## config.mk

```make
export PLATFORM = sky130hd
export DESIGN_NAME = core_id_scoreboard_flat
export DESIGN_NICKNAME = d
export VERILOG_FILES = /design/src/rtl/core_id_scoreboard_pkg.sv /design/src/rtl/core_id_scoreboard_if.sv /design/src/rtl/core_sb_cnt.sv /design/src/rtl/core_id_scoreboard.sv /design/src/flat_wrapper.sv
export SDC_FILE = /design/constraint.sdc
export NUM_CORES = 1
export LEC_CHECK = 0
export CAP_MARGIN = 20
export CORE_UTILIZATION = 63
export DETAILED_ROUTE_END_ITERATION = 6
export PLACE_DENSITY_LB_ADDON = 0.08
export SYNTH_ARGS = -nofsm -noshare
export SYNTH_HDL_FRONTEND = slang
export SYNTH_SLANG_ARGS = --single-unit
```

## constraint.sdc

```tcl
create_clock -name clk -period 10.12 [get_ports clk]
set_clock_uncertainty 0.1 [all_clocks]
set_input_delay 2.024 -clock clk [delete_from_list [all_inputs] [get_ports clk]]
set_output_delay 2.024 -clock clk [all_outputs]
set_load 0.02 [all_outputs]
```

## src/rtl/core_id_scoreboard_pkg.sv

```systemverilog
// Shared constants for the ID-stage issue scoreboard: default geometry and drain FSM encodings.
package core_id_scoreboard_pkg;

    localparam int CORE_SB_RFIDX_W         = 5;
    localparam int CORE_SB_CNT_WIDTH       = 2;
    localparam int CORE_SB_MAX_OUTSTANDING = 4;

    localparam logic [1:0] SB_IDLE  = 2'd0;
    localparam logic [1:0] SB_DRAIN = 2'd1;
    localparam logic [1:0] SB_DONE  = 2'd2;

    function automatic int sb_out_width(input int max_outstanding);
        return $clog2(max_outstanding + 1);
    endfunction

endpackage

```

## src/rtl/core_id_scoreboard_if.sv

```systemverilog
// Issue/writeback/drain bundle between the ID stage (master) and the scoreboard (slave).
interface core_id_scoreboard_if
    import core_id_scoreboard_pkg::*;
#(
    parameter int RFIDX_W         = CORE_SB_RFIDX_W,
    parameter int MAX_OUTSTANDING = CORE_SB_MAX_OUTSTANDING
);
    localparam int NREGS = 1 << RFIDX_W;
    localparam int OUT_W = sb_out_width(MAX_OUTSTANDING);

    logic               issue_valid;
    logic               issue_ready;
    logic               rs1_ren;
    logic [RFIDX_W-1:0] rs1_idx;
    logic               rs2_ren;
    logic [RFIDX_W-1:0] rs2_idx;
    logic               rd_wen;
    logic [RFIDX_W-1:0] rd_idx;
    logic               long_lat;
    logic               wb_valid;
    logic [RFIDX_W-1:0] wb_idx;
    logic               pipe_flush_req;
    logic               drain_req;
    logic               stall;
    logic               drain_done;
    logic [OUT_W-1:0]   outstanding;
    logic [NREGS-1:0]   busy_vec;

    modport master (
        output issue_valid, issue_ready, rs1_ren, rs1_idx, rs2_ren, rs2_idx,
               rd_wen, rd_idx, long_lat, wb_valid, wb_idx, pipe_flush_req, drain_req,
        input  stall, drain_done, outstanding, busy_vec
    );

    modport slave (
        input  issue_valid, issue_ready, rs1_ren, rs1_idx, rs2_ren, rs2_idx,
               rd_wen, rd_idx, long_lat, wb_valid, wb_idx, pipe_flush_req, drain_req,
        output stall, drain_done, outstanding, busy_vec
    );

endinterface

```

## src/rtl/core_sb_cnt.sv

```systemverilog
// One register's in-flight write counter: saturating up/down, decrement of zero ignored.
module core_sb_cnt #(
    parameter int CNT_W = 2
) (
    input  logic             clk,
    input  logic             rst,
    input  logic             inc,
    input  logic             dec,
    output logic [CNT_W-1:0] cnt,
    output logic             busy
);

    localparam logic [CNT_W-1:0] CNT_MAX = '1;

    logic dec_ok;

    assign dec_ok = dec && (cnt != '0);
    assign busy   = (cnt != '0);

    // NOTE: sequential state uses <= so every flop samples pre-edge values regardless of block order.
    // NOTE: every counter is reset; a stale nonzero count out of reset would block issue forever.
    always_ff @(posedge clk) begin
        if (rst) begin
            cnt <= '0;
        end else if (inc && !dec_ok && (cnt != CNT_MAX)) begin
            cnt <= cnt + CNT_W'(1);
        end else if (dec_ok && !inc) begin
            cnt <= cnt - CNT_W'(1);
        end
    end

endmodule

```

## src/rtl/core_id_scoreboard.sv

```systemverilog
// Issue-side hazard scheduler: tracks long-latency destinations, gates issue on RAW/WAW/capacity,
// sequences fence/ebreak drains. Optional macro CORE_SB_WB_BYPASS_EN lets a final writeback clear busy same-cycle.
module core_id_scoreboard
    import core_id_scoreboard_pkg::*;
#(
    parameter int RFIDX_W         = CORE_SB_RFIDX_W,
    parameter int CNT_W           = CORE_SB_CNT_WIDTH,
    parameter int MAX_OUTSTANDING = CORE_SB_MAX_OUTSTANDING
) (
    input logic                 clk,
    input logic                 rst,
    core_id_scoreboard_if.slave sb
);

    localparam int NREGS = 1 << RFIDX_W;
    localparam int OUT_W = sb_out_width(MAX_OUTSTANDING);
    localparam logic [CNT_W-1:0] CNT_MAX = '1;

    logic [NREGS-1:0][CNT_W-1:0] cnt;
    logic [NREGS-1:0]            busy_reg;
    logic [NREGS-1:0]            busy_now;
    logic [CNT_W-1:0]            wb_cnt;
    logic [CNT_W-1:0]            rd_cnt;
    logic [OUT_W-1:0]            outstanding;
    logic [OUT_W-1:0]            out_eff;
    logic [1:0]                  state;
    logic [1:0]                  state_nxt;
    logic                        raw, waw, full, stall;
    logic                        fire, track, clr;

    // x0 is hardwired zero and never tracked.
    assign cnt[0]      = '0;
    assign busy_reg[0] = 1'b0;

    for (genvar r = 1; r < NREGS; r++) begin : g_cnt
        core_sb_cnt #(.CNT_W(CNT_W)) u_cnt (
            .clk  (clk),
            .rst  (rst),
            .inc  (track && (sb.rd_idx == RFIDX_W'(r))),
            .dec  (sb.wb_valid && (sb.wb_idx == RFIDX_W'(r))),
            .cnt  (cnt[r]),
            .busy (busy_reg[r])
        );
    end

    assign wb_cnt = cnt[sb.wb_idx];
    assign rd_cnt = cnt[sb.rd_idx];
    assign clr    = sb.wb_valid && (wb_cnt != '0);

    // NOTE: every signal written in always_comb gets a default first, so no path infers a latch.
    always_comb begin
        busy_now = busy_reg;
        out_eff  = outstanding;
`ifdef CORE_SB_WB_BYPASS_EN
        if (sb.wb_valid && (wb_cnt == CNT_W'(1))) begin
            busy_now[sb.wb_idx] = 1'b0;
        end
        out_eff = outstanding - OUT_W'(clr);
`endif
    end

    assign raw  = (sb.rs1_ren && (sb.rs1_idx != '0) && busy_now[sb.rs1_idx]) ||
                  (sb.rs2_ren && (sb.rs2_idx != '0) && busy_now[sb.rs2_idx]);
    assign waw  = sb.rd_wen && sb.long_lat && (sb.rd_idx != '0) && (rd_cnt == CNT_MAX);
    assign full = sb.long_lat && (out_eff == OUT_W'(MAX_OUTSTANDING));

    // issue_ready is deliberately absent here to avoid a loop with the EXU's ready logic.
    assign stall = (state != SB_IDLE) || raw || waw || full;
    assign fire  = sb.issue_valid && sb.issue_ready && !stall && !sb.pipe_flush_req;
    assign track = fire && sb.long_lat && sb.rd_wen && (sb.rd_idx != '0);

    always_ff @(posedge clk) begin
        if (rst) begin
            outstanding <= '0;
        end else begin
            outstanding <= outstanding + OUT_W'(track) - OUT_W'(clr);
        end
    end

    always_comb begin
        state_nxt = state;
        case (state)
            SB_IDLE:  if (sb.drain_req) state_nxt = SB_DRAIN;
            SB_DRAIN: if (outstanding == '0) state_nxt = SB_DONE;
            SB_DONE:  state_nxt = SB_IDLE;
            default:  state_nxt = SB_IDLE;
        endcase
    end

    always_ff @(posedge clk) begin
        if (rst) begin
            state <= SB_IDLE;
        end else begin
            state <= state_nxt;
        end
    end

    // A writeback with no matching in-flight op indicates an upstream bookkeeping bug.
    always_ff @(posedge clk) begin
        if (!rst && sb.wb_valid) begin
            assert (wb_cnt != '0);
        end
    end

    assign sb.stall       = stall;
    assign sb.drain_done  = (state == SB_DONE);
    assign sb.outstanding = outstanding;
    assign sb.busy_vec    = busy_reg;

endmodule

```

## src/flat_wrapper.sv

```systemverilog
// flat-port wrapper written by rule: the top's interface ports become plain ports
module core_id_scoreboard_flat import core_id_scoreboard_pkg::*;
#(
    parameter int RFIDX_W         = CORE_SB_RFIDX_W,
    parameter int CNT_W           = CORE_SB_CNT_WIDTH,
    parameter int MAX_OUTSTANDING = CORE_SB_MAX_OUTSTANDING
)
  (clk, rst, sb_issue_valid, sb_issue_ready, sb_rs1_ren, sb_rs1_idx, sb_rs2_ren, sb_rs2_idx, sb_rd_wen, sb_rd_idx, sb_long_lat, sb_wb_valid, sb_wb_idx, sb_pipe_flush_req, sb_drain_req, sb_stall, sb_drain_done, sb_outstanding, sb_busy_vec);
  core_id_scoreboard_if #(.RFIDX_W(RFIDX_W), .MAX_OUTSTANDING(MAX_OUTSTANDING)) sb_i ();
  input logic clk;
  input logic rst;
  input wire logic [$bits(sb_i.issue_valid)-1:0] sb_issue_valid;
  input wire logic [$bits(sb_i.issue_ready)-1:0] sb_issue_ready;
  input wire logic [$bits(sb_i.rs1_ren)-1:0] sb_rs1_ren;
  input wire logic [$bits(sb_i.rs1_idx)-1:0] sb_rs1_idx;
  input wire logic [$bits(sb_i.rs2_ren)-1:0] sb_rs2_ren;
  input wire logic [$bits(sb_i.rs2_idx)-1:0] sb_rs2_idx;
  input wire logic [$bits(sb_i.rd_wen)-1:0] sb_rd_wen;
  input wire logic [$bits(sb_i.rd_idx)-1:0] sb_rd_idx;
  input wire logic [$bits(sb_i.long_lat)-1:0] sb_long_lat;
  input wire logic [$bits(sb_i.wb_valid)-1:0] sb_wb_valid;
  input wire logic [$bits(sb_i.wb_idx)-1:0] sb_wb_idx;
  input wire logic [$bits(sb_i.pipe_flush_req)-1:0] sb_pipe_flush_req;
  input wire logic [$bits(sb_i.drain_req)-1:0] sb_drain_req;
  output wire logic [$bits(sb_i.stall)-1:0] sb_stall;
  output wire logic [$bits(sb_i.drain_done)-1:0] sb_drain_done;
  output wire logic [$bits(sb_i.outstanding)-1:0] sb_outstanding;
  output wire logic [$bits(sb_i.busy_vec)-1:0] sb_busy_vec;
  assign sb_i.issue_valid = sb_issue_valid;
  assign sb_i.issue_ready = sb_issue_ready;
  assign sb_i.rs1_ren = sb_rs1_ren;
  assign sb_i.rs1_idx = sb_rs1_idx;
  assign sb_i.rs2_ren = sb_rs2_ren;
  assign sb_i.rs2_idx = sb_rs2_idx;
  assign sb_i.rd_wen = sb_rd_wen;
  assign sb_i.rd_idx = sb_rd_idx;
  assign sb_i.long_lat = sb_long_lat;
  assign sb_i.wb_valid = sb_wb_valid;
  assign sb_i.wb_idx = sb_wb_idx;
  assign sb_i.pipe_flush_req = sb_pipe_flush_req;
  assign sb_i.drain_req = sb_drain_req;
  assign sb_stall = sb_i.stall;
  assign sb_drain_done = sb_i.drain_done;
  assign sb_outstanding = sb_i.outstanding;
  assign sb_busy_vec = sb_i.busy_vec;
  core_id_scoreboard #(.RFIDX_W(RFIDX_W), .CNT_W(CNT_W), .MAX_OUTSTANDING(MAX_OUTSTANDING)) u_core (.clk(clk), .rst(rst), .sb(sb_i));
endmodule
```

==> flow_metrics.env <==
export IMPL_cts_buffers=9
export IMPL_drt_initial_drc_count=507
export IMPL_cp_arrival_ns=5.22
export IMPL_cts_root_buffer="clkbuf_8"
export IMPL_rsz0062_at_grt="no"
export IMPL_netlist_instances=846
export IMPL_io_pins=68
export IMPL_synth_distinct_cells=74
export IMPL_clkLatencyLatePin_ns=0.38
export IMPL_wl_per_cell_um=19.9
export IMPL_synth_edf_count=0
export IMPL_period_share=0.725
export IMPL_cts_setup_buffers=0
export IMPL_syn_nets=880
export IMPL_ys_flop_type="dfxtp_1"
export IMPL_layout_setup_ws_ns=2.78
export IMPL_clock_sinks=67
export IMPL_r2r_cells=10
export IMPL_stdcell_area_mm2=0.00701
export IMPL_path_class="primary input to output port"
export IMPL_dieArea_mm2=0.0106
export IMPL_ant_nets=0
export IMPL_yosys_register_bits=67
export IMPL_viasPerCell=6.84
export IMPL_drtPass1Iterations=5
export IMPL_p_per_area_mw_per_mm2=86.3
export IMPL_worst_pin_slew_ns=0.979
export IMPL_worst_hold_slack_ns=0.393
export IMPL_ys_warn_count=0
export IMPL_final_max_slew_viol_count=0
export IMPL_grt_use_total=0.371
export IMPL_clk_pin_slew_ns=0.08
export IMPL_power_total_uw=605
export IMPL_htreeDepth=3
export IMPL_start_kind="primary input"
export IMPL_core_mm2=0.00982
export IMPL_grt_pass1_wl_mm=29.8
export IMPL_syn_area_mm2=0.00641
export IMPL_tritoncts="yes"
export IMPL_grt_pass1_vias=6058
export IMPL_whs_path_depth=1
export IMPL_fmax_mhz=136
export IMPL_hpwl_mm=14.0
export IMPL_ys_seq_area_frac=0.209
export IMPL_vias=6688
export IMPL_p_leak_nw=2.77
export IMPL_placed_cell_area_mm2=0.00679
export IMPL_required_ns=8.00
export IMPL_n_fill_cell=849
export IMPL_critPathMaxFanout=16
export IMPL_num_rows=36
export IMPL_area_delta_synth_final_pct=9.35
export IMPL_fp_dieW_um=103
export IMPL_finalNetCount=874
export IMPL_max_slew_margin=0.345
export IMPL_pre_cts_slack_ns=2.82
export IMPL_port_buffers=66
export IMPL_grt_overflow_total=0
export IMPL_initial_core_util=0.653
export IMPL_vdd_drop_max_v=0.0000681
export IMPL_num_antenna_cells=0
export IMPL_fp_dieH_um=103
export IMPL_hold_violations=0
export IMPL_antenna_found_initial=0
export IMPL_min_period_ns=7.34
export IMPL_async_flop_share=0
export IMPL_cts_buffer_depth=2
export IMPL_status="finished, final reports clean"
export IMPL_drc=0
export IMPL_routed_wl_mm=19.5
export IMPL_cap_viol_max_count=0
export IMPL_cts_resized=0
export IMPL_gp_congestion=0.915
export IMPL_setup_tns_ns=0
export IMPL_end_kind="output port"
export IMPL_ctsHoldBuffers=0
export IMPL_drive_gt1_frac=0.0959
export IMPL_grt_max_degree=65
export IMPL_avgSynthCellArea_um2=7.58
export IMPL_setup_viol=0
export IMPL_hp_class="flip-flop to flip-flop"
==> synthesized netlist by cell type (all sizes together) (3+ instances only) <==
library cell | n | share of area
o211a | 4 | 0.0062
or4 | 5 | 0.0059
o21ai | 28 | 0.022
nor3b | 12 | 0.014
a31o | 3 | 0.0041
xnor2 | 4 | 0.0055
inv | 50 | 0.029
nand2 | 72 | 0.042
o21bai | 4 | 0.0047
mux2 | 7 | 0.012
and2 | 5 | 0.0049
mux4 | 28 | 0.098
o221a | 5 | 0.0088
clkbuf | 35 | 0.020
nor3 | 18 | 0.015
dfxtp | 67 | 0.21
buf | 60 | 0.065
o211ai | 7 | 0.010
a31oi | 13 | 0.013
a211oi | 10 | 0.012
nor2b | 11 | 0.011
mux2i | 13 | 0.020
a21o | 19 | 0.022
or2 | 3 | 0.0029
nor4 | 14 | 0.019
a2111oi | 14 | 0.023
and3 | 23 | 0.022
nand3 | 22 | 0.017
nor2 | 80 | 0.047
a21oi | 107 | 0.084
or3b | 3 | 0.0041
nand4 | 19 | 0.019
and4 | 12 | 0.016
nand2b | 21 | 0.020
a22oi | 5 | 0.0059
o311ai | 3 | 0.0041
o21ba | 7 | 0.011
==> per-stage QoR <==
step	utilization	std cells
final	0.714	978
after global routing	0.714	978
after CTS	0.712	976
after detailed placement	0.691	960
after global placement	0.691	960
after floorplan	-	846
==> placed cells by master, fill, tap and decap left out, types with 4 or more instances in the layout <==
cell | Yosys | layout
and2_1 | 5 | 5
a31oi_1 | 13 | 13
xnor2_1 | 4 | 4
nand2b_1 | 21 | 21
o211a_1 | 4 | 4
clkbuf_1 | 35 | 5
mux2_1 | 5 | 5
a22oi_1 | 5 | 5
o21ai_1 | 13 | 13
a211oi_1 | 10 | 10
mux4_2 | 28 | 28
o21ai_0 | 15 | 15
buf_4 | 38 | 10
o21bai_1 | 4 | 4
a2111oi_1 | 4 | 4
and4_1 | 12 | 12
nor3b_1 | 12 | 11
mux2i_1 | 13 | 13
a21oi_1 | 107 | 107
dfxtp_1 | 67 | 67
nor2_1 | 80 | 80
inv_1 | 49 | 49
and3_1 | 23 | 23
clkbuf_8 | 0 | 9
nand3_1 | 22 | 22
clkdlybuf4s50_1 | 0 | 65
nand4_1 | 19 | 19
a2111oi_0 | 7 | 7
nor3_1 | 17 | 16
o21ba_1 | 7 | 7
o211ai_1 | 6 | 6
nor2b_1 | 11 | 11
a21o_1 | 19 | 19
or4_1 | 5 | 5
nor4_1 | 11 | 10
nand2_1 | 72 | 72
o221a_2 | 5 | 5
==> area by class of cell <==
type	instances	area, um2	area share
Sequential cell	67	1340	0.191
Clock inverter	2	60.1	0.00857
Inverter	50	188	0.0268
Timing Repair Buffer	78	753	0.107
Clock buffer	14	143	0.0203
Tap cell	133	166	0.0237
Multi-Input combinational cell	634	4360	0.622
==> logic make-up (layout without fill, tap and decap cells) <==
family / count (synthesis) / count (layout) / synth area share
AOI/OAI and AO/OA: 244 / 244 / 0.252
xor gates and xnor gates: 6 / 6 / 0.00820
adders and majority gates: 3 / 3 / 0.00702
buffers and inverters: 145 / 144 / 0.115
DFF: 67 / 67 / 0.209
muxes: 48 / 48 / 0.131
other: 1 / 1 / 0.000585
and+or+nand+nor: 332 / 332 / 0.278
==> metal layers <==
layer	GRT usage	vias up	routed length (um)
met5	0	-	0
met4	0.185	0	768
li1	-	3069	-
met2	0.621	396	9450
met1	0.440	3151	7400
met3	0.0976	72	1850
==> power by group <==
group	leakage (nW)	internal [mW]	switching (mW)	total (mW)
registers	0.540	0.264	0.00109	0.266
logic	2.13	0.0329	0.0578	0.0907
clock network	0.0989	0.140	0.109	0.249
total	2.77	0.437	0.168	0.605
==> state kept, by name, summed over array words and instances, names as in the netlist <==
register,count
u_core.g_cnt.u_cnt.cnt,62
u_core.sb.outstanding,3
u_core.state,2
==> final timing paths <==
check / slack, ns / end / startpoint
worst min-delay path: 0.39 / u_core.state[0] / u_core.state[1]
worst max register to register: 6.18 / u_core.g_cnt[9].u_cnt.cnt[0] / u_core.g_cnt[6].u_cnt.cnt[0]
worst max-delay path: 2.78 / sb_stall / sb_rs1_idx[0]
worst min register to register: 0.39 / u_core.state[0] / u_core.state[1]
==> worst max-delay path, cell delays in order <==
cell and delay, ns:
clkdlybuf4s50_1 0.72, or4b_1 0.63, a211oi_1 0.22, a2111oi_0 0.10, nand3_1 0.15, a32o_1 0.54, or3_1 0.21, clkdlybuf4s50_1 0.60
(Power assumes the default switching activity.)
